### config.mk
export PLATFORM = sky130hd
export DESIGN_NAME = fft_data_ram_param
export DESIGN_NICKNAME = d
export VERILOG_FILES = /design/src/rtl/fft_data_ram_param.sv
export SDC_FILE = /design/constraint.sdc
export NUM_CORES = 1
export LEC_CHECK = 0
export CORE_AREA = 2 2 321 323
export CTS_CLUSTER_DIAMETER = 80
export DETAILED_ROUTE_END_ITERATION = 8
export DIE_AREA = 0 0 323 325
export PLACE_DENSITY = 0.49
export SLEW_MARGIN = 20
export SYNTH_ARGS = -nofsm -noshare
export SYNTH_HDL_FRONTEND = slang
export SYNTH_SLANG_ARGS = --single-unit
### constraint.sdc
create_clock -name clk -period 4.9 [get_ports clk]
set_input_delay 0.49 -clock clk [delete_from_list [all_inputs] [get_ports clk]]
set_output_delay 0.49 -clock clk [all_outputs]
set_load 0.005 [all_outputs]
### src/rtl/fft_data_ram_param.sv
// fft_data_ram_param
//   Working memory for an in-place radix-2 FFT of N = 2^LOG2N complex points.
//   Samples stream in through a valid/ready port. Each sample goes to
//   bitrev(index) when BITREV_IN=1, or to index when BITREV_IN=0. While the
//   block is computing, the butterfly engine uses two registered read ports and
//   two write ports. A compute_done strobe starts the unload, which streams the
//   results out in natural order with backpressure.
//
// Ports
//   clk, rst                 clock; synchronous active-high reset
//   in_valid/in_ready        load handshake (in_ready high while loading)
//   in_re, in_im             load sample (DW-bit signed each)
//   init_flag                high from load completion until unload completes
//   rd_en, rd_addr1/2        butterfly read request (COMPUTE only)
//   rd_re1/im1, rd_re2/im2   registered read data, latency 1, held when idle
//   wr_en, wr_addr1/2        butterfly write request (COMPUTE only)
//   wr_re1/im1, wr_re2/im2   butterfly write data; port 2 wins on equal address
//   compute_done             single-cycle strobe that starts the unload
//   out_valid/out_ready      unload handshake
//   out_re, out_im           output sample
//   out_idx                  natural-order index of the output sample
//   out_last                 high with the sample at index N-1
module fft_data_ram_param #(
  parameter int DW        = 24,
  parameter int LOG2N     = 3,
  parameter int BITREV_IN = 1
) (
  input  logic             clk,
  input  logic             rst,
  input  logic             in_valid,
  output logic             in_ready,
  input  logic [DW-1:0]    in_re,
  input  logic [DW-1:0]    in_im,
  output logic             init_flag,
  input  logic             rd_en,
  input  logic [LOG2N-1:0] rd_addr1,
  input  logic [LOG2N-1:0] rd_addr2,
  output logic [DW-1:0]    rd_re1,
  output logic [DW-1:0]    rd_im1,
  output logic [DW-1:0]    rd_re2,
  output logic [DW-1:0]    rd_im2,
  input  logic             wr_en,
  input  logic [LOG2N-1:0] wr_addr1,
  input  logic [LOG2N-1:0] wr_addr2,
  input  logic [DW-1:0]    wr_re1,
  input  logic [DW-1:0]    wr_im1,
  input  logic [DW-1:0]    wr_re2,
  input  logic [DW-1:0]    wr_im2,
  input  logic             compute_done,
  output logic             out_valid,
  input  logic             out_ready,
  output logic [DW-1:0]    out_re,
  output logic [DW-1:0]    out_im,
  output logic [LOG2N-1:0] out_idx,
  output logic             out_last
);

  localparam int N = 1 << LOG2N;
  localparam logic [LOG2N-1:0] LAST_IDX = LOG2N'(N - 1);

  typedef enum logic [1:0] {
    S_LOAD    = 2'd0,
    S_COMPUTE = 2'd1,
    S_UNLOAD  = 2'd2
  } state_t;

  state_t state, state_next;

  // Real part occupies the high half of each word.
  logic [2*DW-1:0] mem [N];

  logic [LOG2N-1:0] cnt;
  logic [LOG2N-1:0] load_addr;
  logic [LOG2N-1:0] next_idx;
  logic             load_fire;
  logic             load_last;
  logic             out_fire;
  logic             unload_done;

  function automatic logic [LOG2N-1:0] bitrev(input logic [LOG2N-1:0] a);
    logic [LOG2N-1:0] r;
    r = '0;
    for (int unsigned i = 0; i < LOG2N; i++) begin
      r[i] = a[LOG2N-1-i];
    end
    return r;
  endfunction

  assign in_ready    = (state == S_LOAD);
  assign load_fire   = in_valid && in_ready;
  assign load_last   = load_fire && (cnt == LAST_IDX);
  assign load_addr   = (BITREV_IN != 0) ? bitrev(cnt) : cnt;
  assign out_fire    = (state == S_UNLOAD) && out_valid && out_ready;
  assign unload_done = out_fire && out_last;
  assign next_idx    = out_idx + LOG2N'(1);

  always_ff @(posedge clk) begin
    if (rst) begin
      state <= S_LOAD;
    end else begin
      state <= state_next;
    end
  end

  always_comb begin
    state_next = state;
    unique case (state)
      S_LOAD:    if (load_last)    state_next = S_COMPUTE;
      S_COMPUTE: if (compute_done) state_next = S_UNLOAD;
      S_UNLOAD:  if (unload_done)  state_next = S_LOAD;
      default:   state_next = S_LOAD;
    endcase
  end

  // Storage is not cleared by reset. A write is suppressed only while rst is
  // high. When both butterfly ports write the same address, the port-2
  // assignment comes last and therefore wins.
  always_ff @(posedge clk) begin
    if (!rst) begin
      if (load_fire) begin
        mem[load_addr] <= {in_re, in_im};
      end
      if ((state == S_COMPUTE) && wr_en) begin
        mem[wr_addr1] <= {wr_re1, wr_im1};
        mem[wr_addr2] <= {wr_re2, wr_im2};
      end
    end
  end

  // Butterfly read ports sample mem before same-edge writes (read-before-write).
  always_ff @(posedge clk) begin
    if (rst) begin
      rd_re1 <= '0;
      rd_im1 <= '0;
      rd_re2 <= '0;
      rd_im2 <= '0;
    end else if ((state == S_COMPUTE) && rd_en) begin
      {rd_re1, rd_im1} <= mem[rd_addr1];
      {rd_re2, rd_im2} <= mem[rd_addr2];
    end
  end

  // Load counter, init_flag and the unload output register.
  always_ff @(posedge clk) begin
    if (rst) begin
      cnt       <= '0;
      init_flag <= 1'b0;
      out_valid <= 1'b0;
      out_last  <= 1'b0;
      out_idx   <= '0;
      out_re    <= '0;
      out_im    <= '0;
    end else begin
      unique case (state)
        S_LOAD: begin
          if (load_fire) begin
            cnt <= cnt + LOG2N'(1);
          end
          if (load_last) begin
            init_flag <= 1'b1;
          end
        end
        S_COMPUTE: begin
          if (compute_done) begin
            {out_re, out_im} <= mem[0];
            out_idx          <= '0;
            out_last         <= 1'b0;
            out_valid        <= 1'b1;
          end
        end
        S_UNLOAD: begin
          if (out_fire) begin
            if (out_last) begin
              out_valid <= 1'b0;
              out_last  <= 1'b0;
              out_idx   <= '0;
              init_flag <= 1'b0;
              cnt       <= '0;
            end else begin
              {out_re, out_im} <= mem[next_idx];
              out_idx          <= next_idx;
              out_last         <= (next_idx == LAST_IDX);
            end
          end
        end
        default: ;
      endcase
    end
  end

endmodule

==> reports/metrics.cfg <==
[run_status]
status=completed

[sta]
relSlewSlack=0.251
slew_viol_final=0
fin_skew_ns=0.0284
timing.final.crit_share=0.683
rsz0062_at_grt=false
worst_slack_ns=1.56
fin_crit_ns=3.34
setup_viol=0
fmax_mhz=299
hold_viol=0
worst_pin_slew_ns=1.12

[critical_path]
end_kind=output port
arrival_ns=2.85
startpoint_type=register
path_cells=buf_4 -> clkdlybuf4s50_1
crit_family=buffers and inverters
slowest_delay_ns=0.81
cp_max_fo=40
worst-path-buf-inv=2
worstPathRequired_ns=4.41
r2r_cells=7
worst-path-stages=2
path_class=register to output port
slowest_stage=buf_4

[floorplanning]
ios=314
die_area_sq_um=105000
die_x_um=323
core_area_sq_um=101000
initial_core_util=0.298
rows=117
fp.dieH_um=325

[yosys]
synthFlopType=edfxtp_1
syn_nets=2709
yosysTopAreaCell=edfxtp_1
synth.cell_area_sq_um=30200
ys_ff_latch=539
synth_edf_count=384
ys_top_cells_by_area=edfxtp_1 38%, mux4_2 21%, dfxtp_1 10%
synthArstFlopShare=0
synth-seq-area-share=0.484
yosysUniqueCellTypes=42
syn_area_per_cell_sq_um=11.9
synth_cells=2542
synth_warnings=0
synth_top_area_share=0.381

[global_routing]
grt.overflow.total=0
grt_pass1_vias=23000
antenna_found_initial=8
track_usage=0.208
grt_max_degree=97
grt_pass1_wl_mm=161

[layout]
drive_gt1_frac=0.180
finalNetCount=2871
area_growth_pct=21.8
fin_cells=4128

[clocking]
clock_latency_ns=0.62
htreeDepth=3
path_clk_slew_ns=0.06
clock-sinks=539
cts_buffer_depth=3
cts-root-buf=clkbuf_16
cts_made_buffers=66
post_cts.repair.setup_buffers=0
post_cts_resized=0
cts_tree=built
ctsHoldBuffers=0

[routing]
routed_via_density=5.49
totalWireLength_mm=111
ant_nets=0
drc=0
first_iter_violations=2280
dr.pass1.iters=5
wl_per_cell_um=26.8
vias=22700

[placement]
gp_congestion=0.796
dp_cells=4004
pre_cts_ws_ns=1.09
hpwl_mm=68.4
portBuffers=313

[power_and_ir_drop]
peakVddDrop_v=0.000182
p_leak_uw=0.0122
power_density_nw_per_um2=294

[job]
timing.max_cap.violations=0

[hold_path]
min_delay_path_depth=1
hp-class=register to register

area by class of cell:
type                       count  area [sq um]
fill                        9846         64500
sequential                   539         14600
multi-input combinational   1713         14500
timing repair buffer         376          3740
clock buffer                  92          1880
tap                         1368          1710
clock inverter                28           305
inverter                       8          32.5
antenna                        4          10.0
through the flow:
stage	hold slack (ns)	power (uW)	area [sq um]	utilization	TNS, ns
2_1_floorplan	0.466	5560	30200	-	-160.27
3_3_place_gp	0.459	5900	34600	0.342	0
3_5_place_dp	0.456	5920	34600	0.342	0
4_1_cts	0.471	10900	36800	0.363	0
5_1_grt	0.476	11200	36800	0.363	0
6_report	0.469	10800	36800	0.364	0
flip-flops by register name, summed over array words and instances, names as in the netlist, 2 cells and up:
| name | cells |
|---|---|
| mem | 384 |
| out_im | 24 |
| out_re | 24 |
| rd_im1 | 24 |
| rd_im2 | 24 |
| rd_re1 | 24 |
| rd_re2 | 24 |
| cnt | 3 |
| out_idx | 3 |
| state | 2 |
Yosys cell counts, types with 32 or more instances:
| master | count |
|---|---|
| nor3_1 | 32 |
| o21ai_0 | 107 |
| a21oi_1 | 485 |
| buf_2 | 68 |
| buf_1 | 43 |
| dfxtp_1 | 155 |
| mux2i_1 | 146 |
| nor2_1 | 489 |
| clkbuf_1 | 132 |
| a32o_1 | 48 |
| edfxtp_1 | 384 |
| nand2b_1 | 50 |
| mux4_2 | 288 |
worst paths after layout:
check / start / end / slack, ns
max: out_idx[0]$_SDFFE_PP0P_ / out_idx[0] / 1.56
min: out_re[0]$_SDFFE_PP0P_ / out_re[0]$_SDFFE_PP0P_ / 0.47
max reg2reg: out_idx[0]$_SDFFE_PP0P_ / out_re[4]$_SDFFE_PP0P_ / 1.67
min reg2reg: out_re[0]$_SDFFE_PP0P_ / out_re[0]$_SDFFE_PP0P_ / 0.47
where the power goes:
group          leakage, uW  internal, uW  switching [uW]
clock              0.00106          3010            2000
combinational      0.00646           400             472
sequential         0.00472          4920            30.5
placed cells by master, fill, tap and decap left out, types with 3 or more instances in the layout:
cell type | Yosys | final
nand2b_1 | 50 | 49
o21ai_4 | 0 | 8
nor3_2 | 17 | 17
nor3b_1 | 3 | 3
nand2_1 | 4 | 4
ha_1 | 4 | 3
mux2i_1 | 146 | 145
clkdlybuf4s50_1 | 0 | 307
nor3_1 | 32 | 32
clkinvlp_4 | 0 | 3
buf_12 | 0 | 11
nand3_4 | 0 | 3
a21oi_1 | 485 | 485
o21ai_0 | 107 | 99
nor2_1 | 489 | 488
clkinv_1 | 0 | 8
clkinv_2 | 0 | 7
dfxtp_1 | 155 | 154
edfxtp_1 | 384 | 384
mux4_2 | 288 | 288
nand3b_1 | 3 | 3
nand3b_4 | 0 | 3
clkbuf_16 | 0 | 70
a31oi_1 | 5 | 5
bufinv_16 | 0 | 6
a32oi_1 | 3 | 3
clkbuf_1 | 132 | 17
inv_6 | 0 | 3
inv_1 | 8 | 7
diode_2 | 0 | 4
buf_4 | 15 | 56
clkbuf_8 | 0 | 5
a32o_1 | 48 | 48
metal layers:
metal	part of all wire	up-vias	global-route usage
li1	-	10000	-
met4	0.030	8	0.0740
met1	0.40	11400	0.270
met3	0.076	185	0.0361
met5	0.00040	-	0
met2	0.49	1045	0.349
cells by family after synthesis:
family / synth area share
buffers and inverters: 0.0435
multiplexers: 0.263
XOR/XNOR: 0.000538
AND/OR/NAND/NOR: 0.0897
adder cells (fa/ha/maj): 0.00166
flip-flops: 0.484
AO/OA/AOI/OAI: 0.118
Power figures use the tool's default switching activity.
